### config.mk
export PLATFORM = sky130hd
export DESIGN_NAME = uart_tx_fifo
export DESIGN_NICKNAME = d
export VERILOG_FILES = /design/src/rtl/uart_tx_fifo.sv
export SDC_FILE = /design/constraint.sdc
export NUM_CORES = 1
export LEC_CHECK = 0
export CORE_MARGIN = 8
export CORE_UTILIZATION = 50
export DETAILED_ROUTE_END_ITERATION = 16
export GPL_TIMING_DRIVEN = 1
export HOLD_SLACK_MARGIN = 0.15
export PLACE_DENSITY_LB_ADDON = 0.25
export SLEW_MARGIN = 5
export SYNTH_ARGS = -nofsm -noshare
export SYNTH_HDL_FRONTEND = slang
export SYNTH_SLANG_ARGS = --single-unit
### constraint.sdc
create_clock -name i_clk -period 2.69 [get_ports i_clk]
set_input_delay 0.538 -clock i_clk [delete_from_list [all_inputs] [get_ports i_clk]]
set_output_delay 0.538 -clock i_clk [all_outputs]
set_load 0.03 [all_outputs]
### src/rtl/uart_tx_fifo.sv
// uart_tx_fifo: UART transmitter fed by a small FIFO.
//
// Characters are queued through a valid/ready push interface and sent as
// frames of: start bit, DATA_W data bits (LSB first), an optional parity bit,
// and STOP_BITS stop bits. Each bit lasts CLK_DIV clock cycles. When words are
// queued, frames go out back-to-back with no idle cycle between them.
//
// Ports:
//   i_clk    in   1                       single clock, rising edge
//   i_rst_n  in   1                       synchronous active-low reset
//   i_data   in   DATA_W                  character to queue
//   i_valid  in   1                       i_data valid this cycle
//   o_ready  out  1                       FIFO not full (depends on count only)
//   o_txd    out  1                       registered serial line, idles high
//   o_busy   out  1                       a frame is in progress
//   o_level  out  $clog2(FIFO_DEPTH+1)    words queued, excluding the one in flight
module uart_tx_fifo #(
  parameter int CLK_DIV    = 5,
  parameter int DATA_W     = 8,
  parameter int PARITY     = 0,
  parameter int STOP_BITS  = 1,
  parameter int FIFO_DEPTH = 4
) (
  input  logic                              i_clk,
  input  logic                              i_rst_n,
  input  logic [DATA_W-1:0]                 i_data,
  input  logic                              i_valid,
  output logic                              o_ready,
  output logic                              o_txd,
  output logic                              o_busy,
  output logic [$clog2(FIFO_DEPTH+1)-1:0]   o_level
);

  localparam int PTR_W = $clog2(FIFO_DEPTH);
  localparam int LVL_W = $clog2(FIFO_DEPTH + 1);
  localparam int CNT_W = $clog2(CLK_DIV);
  localparam int IDX_W = $clog2(DATA_W);

  localparam logic [CNT_W-1:0] CNT_LAST  = CNT_W'(CLK_DIV - 1);
  localparam logic [IDX_W-1:0] DATA_LAST = IDX_W'(DATA_W - 1);
  localparam logic [IDX_W-1:0] STOP_LAST = IDX_W'(STOP_BITS - 1);
  localparam logic [LVL_W-1:0] LVL_FULL  = LVL_W'(FIFO_DEPTH);

  // Build-time sanity checks on the frame and FIFO parameters.
  if (CLK_DIV < 2) begin : g_bad_clk_div
    $error("uart_tx_fifo: CLK_DIV must be at least 2");
  end
  if (DATA_W < 5 || DATA_W > 9) begin : g_bad_data_w
    $error("uart_tx_fifo: DATA_W must be 5..9");
  end
  if (PARITY < 0 || PARITY > 2) begin : g_bad_parity
    $error("uart_tx_fifo: PARITY must be 0, 1 or 2");
  end
  if (STOP_BITS < 1 || STOP_BITS > 2) begin : g_bad_stop
    $error("uart_tx_fifo: STOP_BITS must be 1 or 2");
  end
  if (FIFO_DEPTH < 2 || (FIFO_DEPTH & (FIFO_DEPTH - 1)) != 0) begin : g_bad_depth
    $error("uart_tx_fifo: FIFO_DEPTH must be a power of 2, at least 2");
  end

  typedef enum logic [2:0] {
    ST_IDLE,
    ST_START,
    ST_DATA,
    ST_PAR,
    ST_STOP
  } state_t;

  // ---------------------------------------------------------------------------
  // FIFO
  // ---------------------------------------------------------------------------
  logic [DATA_W-1:0] mem [FIFO_DEPTH];
  logic [PTR_W-1:0]  wr_ptr;
  logic [PTR_W-1:0]  rd_ptr;
  logic [LVL_W-1:0]  count;
  logic              full;
  logic              empty;
  logic              push;
  logic              pop;
  logic [DATA_W-1:0] head;
  logic              head_par;

  // The count register alone decides full/empty; pointers simply wrap.
  assign full    = (count == LVL_FULL);
  assign empty   = (count == '0);
  assign o_ready = !full;
  assign o_level = count;

  // A push while full is dropped even if a pop happens on the same edge,
  // because ready is taken from the registered count.
  assign push = i_valid && !full;

  assign head = mem[rd_ptr];
  // Odd parity makes the total number of ones (data + parity) odd.
  assign head_par = (PARITY == 1) ? ~^head : ^head;

  // NOTE: the storage array has no reset; validity is tracked by count and
  // the pointers, so resetting the words themselves would only cost logic.
  always_ff @(posedge i_clk) begin
    if (push) begin
      mem[wr_ptr] <= i_data;
    end
  end

  // NOTE: sequential state is assigned with non-blocking (<=) so every
  // register samples the pre-edge values of the others.
  always_ff @(posedge i_clk) begin
    if (!i_rst_n) begin
      wr_ptr <= '0;
      rd_ptr <= '0;
      count  <= '0;
    end else begin
      if (push) begin
        wr_ptr <= wr_ptr + 1'b1;
      end
      if (pop) begin
        rd_ptr <= rd_ptr + 1'b1;
      end
      case ({push, pop})
        2'b10:   count <= count + 1'b1;
        2'b01:   count <= count - 1'b1;
        default: count <= count;
      endcase
    end
  end

  // ---------------------------------------------------------------------------
  // Transmitter FSM
  // ---------------------------------------------------------------------------
  state_t            state_q, state_d;
  logic [CNT_W-1:0]  cnt_q, cnt_d;      // cycle within the current bit
  logic [IDX_W-1:0]  idx_q, idx_d;      // data-bit index, reused for stop bits
  logic [DATA_W-1:0] shift_q, shift_d;  // remaining data bits, LSB goes out next
  logic              par_q, par_d;      // parity of the word in flight
  logic              txd_q, txd_d;
  logic              tick;              // last cycle of the current bit period

  assign tick = (cnt_q == CNT_LAST);

  // NOTE: every variable driven here gets a default first, so no path
  // leaves one unassigned and no latch is inferred.
  always_comb begin
    state_d = state_q;
    cnt_d   = cnt_q;
    idx_d   = idx_q;
    shift_d = shift_q;
    par_d   = par_q;
    pop     = 1'b0;

    // The bit counter runs in every non-idle state and wraps at each bit
    // boundary, which is also where every state change happens, so it is
    // always 0 on state entry.
    if (state_q != ST_IDLE) begin
      cnt_d = tick ? '0 : cnt_q + 1'b1;
    end

    case (state_q)
      ST_IDLE: begin
        pop = !empty;
      end
      ST_START: begin
        if (tick) begin
          state_d = ST_DATA;
          idx_d   = '0;
        end
      end
      ST_DATA: begin
        if (tick) begin
          shift_d = shift_q >> 1;
          if (idx_q == DATA_LAST) begin
            state_d = (PARITY != 0) ? ST_PAR : ST_STOP;
            idx_d   = '0;
          end else begin
            idx_d = idx_q + 1'b1;
          end
        end
      end
      ST_PAR: begin
        if (tick) begin
          state_d = ST_STOP;
          idx_d   = '0;
        end
      end
      ST_STOP: begin
        if (tick) begin
          if (idx_q == STOP_LAST) begin
            // Chain straight into the next start bit when a word is waiting.
            pop     = !empty;
            state_d = ST_IDLE;
            idx_d   = '0;
          end else begin
            idx_d = idx_q + 1'b1;
          end
        end
      end
      default: begin
        state_d = ST_IDLE;
      end
    endcase

    if (pop) begin
      shift_d = head;
      par_d   = head_par;
      state_d = ST_START;
      cnt_d   = '0;
      idx_d   = '0;
    end

    // The line level is computed from the next state so o_txd can be a
    // plain register aligned with the state change.
    case (state_d)
      ST_START: txd_d = 1'b0;
      ST_DATA:  txd_d = shift_d[0];
      ST_PAR:   txd_d = par_d;
      default:  txd_d = 1'b1;
    endcase
  end

  always_ff @(posedge i_clk) begin
    if (!i_rst_n) begin
      state_q <= ST_IDLE;
      cnt_q   <= '0;
      idx_q   <= '0;
      shift_q <= '0;
      par_q   <= 1'b0;
      txd_q   <= 1'b1;
    end else begin
      state_q <= state_d;
      cnt_q   <= cnt_d;
      idx_q   <= idx_d;
      shift_q <= shift_d;
      par_q   <= par_d;
      txd_q   <= txd_d;
    end
  end

  assign o_txd  = txd_q;
  assign o_busy = (state_q != ST_IDLE);

endmodule

==> out/metrics.csv <==
stage,metric,value,unit
clock_tree,clock-sinks,60,
floorplanning,die_area,0.00781,mm2
timing,setup_violations,0,
clock_tree,cts_buffer_depth,2,
synth,synthArstFlopShare,0,%
global_routing,overflow,0,
timing,max_freq,411,MHz
drt,antenna_left,0,
setup_path,cp-end-kind,primary output,
floorplanning,die_w,88.4,um
final_layout,final_cell_area,0.00302,mm2
setup_path,slowest_stage,clkdlybuf4s50_1,
timing,hold_viol_final,0,
clock_tree,ctsResizeCount,0,
setup_path,path_depth,3,
synth,synthMostInstantiatedCell,edfxtp_1,
setup_path,critPathKind,register to primary output,
placed_design,placed_area,0.00285,mm2
setup_path,crit_buf_inv,2,
drt,wl_per_cell,14.2,um
synth,yosysTopAreaCell,edfxtp_1,
synth,netlist_instances,208,
global_routing,antenna_found_initial,0,
placed_design,hpwl,3030,um
hold_path,holdPathStages,2,
timing,finalWorstSetupSlack,0.255,ns
placed_design,post-place-ws,0.142,ns
global_routing,groute.usage.overall,12.6,%
final_layout,nNetsFinal,255,
setup_path,crit_family,buffers and inverters,
setup_path,worst_ep_arrival_time,1.90,ns
drt,dr.pass1.iters,5,
synth,ys_types,40,
final_layout,layout-drive-gt1-share,11.8,%
placed_design,port_buffers,16,
clock_tree,cts_made_buffers,9,
drt,drtIter0Drc,96,
synth,synthFlopType,edfxtp_1,
timing,fin_setup_tns,0,ns
hold_path,min_path_type,register to register,
synth,synth_area,0.00262,mm2
job,drv_cap,0,
synth,synth_nets,230,
timing,rsz0062_at_grt,false,
clock_tree,ctsHoldBuffers,0,
setup_path,cp_slowest_stage_delay,0.63,ns
clock_tree,clk_pin_slew_worst_paths,0.06,ns
clock_tree,htreeDepth,3,
synth,syn_avg_cell_area,12.6,um2
synth,yosys_warnings,0,
floorplanning,core_area,0.00507,mm2
setup_path,crit_path_max_fanout,8,
floorplanning,rows,26,
final_layout,antennaDiodeCount,0,
drt,drc,0,
synth,synth_edf_count,32,
synth,ys_ff_latch,60,
timing,fin_worst_skew,0.00818,ns
setup_path,worstSetupStartpointType,register,
timing,fin_crit_sh,90.5,%
drt,vias,1609,
global_routing,grt_pass1_wl,7310,um
timing,worst_hold_slack,0.473,ns
floorplanning,die_h,88.4,um
setup_path,r2r.worst_path.cells,11,
timing,slew_headroom,64.4,%
clock_tree,root_buffer,clkbuf_8,
synth,ys_top_cells_by_area,"edfxtp_1, dfxtp_1, mux4_2",
synth,yosys-top-cells-count,"edfxtp_1, dfxtp_1, nor2_1",
setup_path,required,2.15,ns
setup_path,crit_chain,"nor3_1, inv_1, clkdlybuf4s50_1",
power_and_ir_drop,leakagePower,1.06,nW
global_routing,grt_max_degree,18,
floorplanning,initial_core_util,51.6,%
placed_design,gp_congestion,0.755,
timing,finalCriticalPeriod,2.44,ns
floorplanning,ios,17,
synth,yosysSeqAreaShare,58.1,%
power_and_ir_drop,power_density,926,mW/mm2
power_and_ir_drop,ir_worst_vdd,0.471,mV
drt,wirelength,4360,um
outcome,outcome,finished clean,
timing,tightestPinTransition,0.533,ns
global_routing,grt_pass1_vias,1560,
final_layout,syn_to_final_growth,15.3,%
synth,synth_top_area_share,36.7,%
timing,slew_viol_final,0,
clock_tree,tritoncts,done,
clock_tree,postCtsSetupRepairBufs,0,
drt,avgViaCountPerCell,5.22,
clock_tree,clk_latency,0.33,ns
==> tightest hold or removal path, cell delays in order, from the launching register on <==
cell and delay [ns]:
dfxtp_1 0.32, nand2_1 0.06, a21oi_1 0.05
==> through the flow <==
stage / utilization [%] / cells / total power [mW]
after global routing: 59.5 / 308 / 2.98
after floorplan: - / 208 / 1.94
after CTS: 59.5 / 308 / 2.83
after global placement: 56.2 / 292 / 2.13
after detailed placement: 56.2 / 292 / 2.14
final: 59.5 / 308 / 2.80
==> state kept, by name (all words and copies together), names as in the netlist, named ones only <==
signal and count:
cnt_q 3, par_q 1, wr_ptr 2, idx_q 3, o_level 3, o_txd 1
mem 32, shift_q 8, rd_ptr 2, state_q 3
==> metal layers <==
layer | GRT usage, % | vias to the layer above | wire, um
met5 | 0 | - | 0
met2 | 19.1 | 29 | 2000
met4 | 5.53 | 0 | 84
li1 | - | 808 | -
met1 | 15.1 | 765 | 2090
met3 | 5.39 | 7 | 178
==> worst paths after layout <==
| path | from | slack, ns | end |
|---|---|---|---|
| max reg2reg | cnt_q[0] | 0.38 | o_level[2] |
| min | cnt_q[1] | 0.47 | cnt_q[1] |
| min reg2reg | cnt_q[1] | 0.47 | cnt_q[1] |
| max | state_q[0] | 0.25 | o_busy |
==> kinds of logic (layout without fill, tap and decap cells) <==
logic type      after synthesis  in the layout  share of synthesized area [%]
mux                          15             15                           9.55
compound gates               31             31                           7.55
flops                        60             60                           58.1
buf+inv                      19             49                           3.53
xor+xnor                     12             12                           4.01
fa+ha+maj                    11             11                           5.54
simple gates                 60             60                           11.7
==> power breakdown <==
group	leakage, nW	total, mW	switching (mW)	internal, mW
Clock	0.0763	0.680	0.354	0.326
Sequential	0.523	1.24	0.111	1.13
Combinational	0.458	0.881	0.454	0.427
Total	1.06	2.80	0.919	1.88
==> layout by cell type, fill, tap and decap left out, types with 9 or more instances in the layout <==
cell,count
xnor2_1,9
clkbuf_8,9
a21oi_1,11
edfxtp_1,32
clkdlybuf4s50_1,16
nand2_1,11
nor2_1,21
inv_1,11
ha_1,10
dfxtp_1,28
==> cell type report <==
cell class                      instances  area, um2
Inverter                               13       48.8
Sequential cell                        60       1520
Clock inverter                          7       43.8
Tap cell                               70       87.6
Timing Repair Buffer                   20        190
Multi-Input combinational cell        129       1010
Fill cell                             447       2050
Clock buffer                            9        124
No activity file was read; power rests on OpenSTA's default activity.
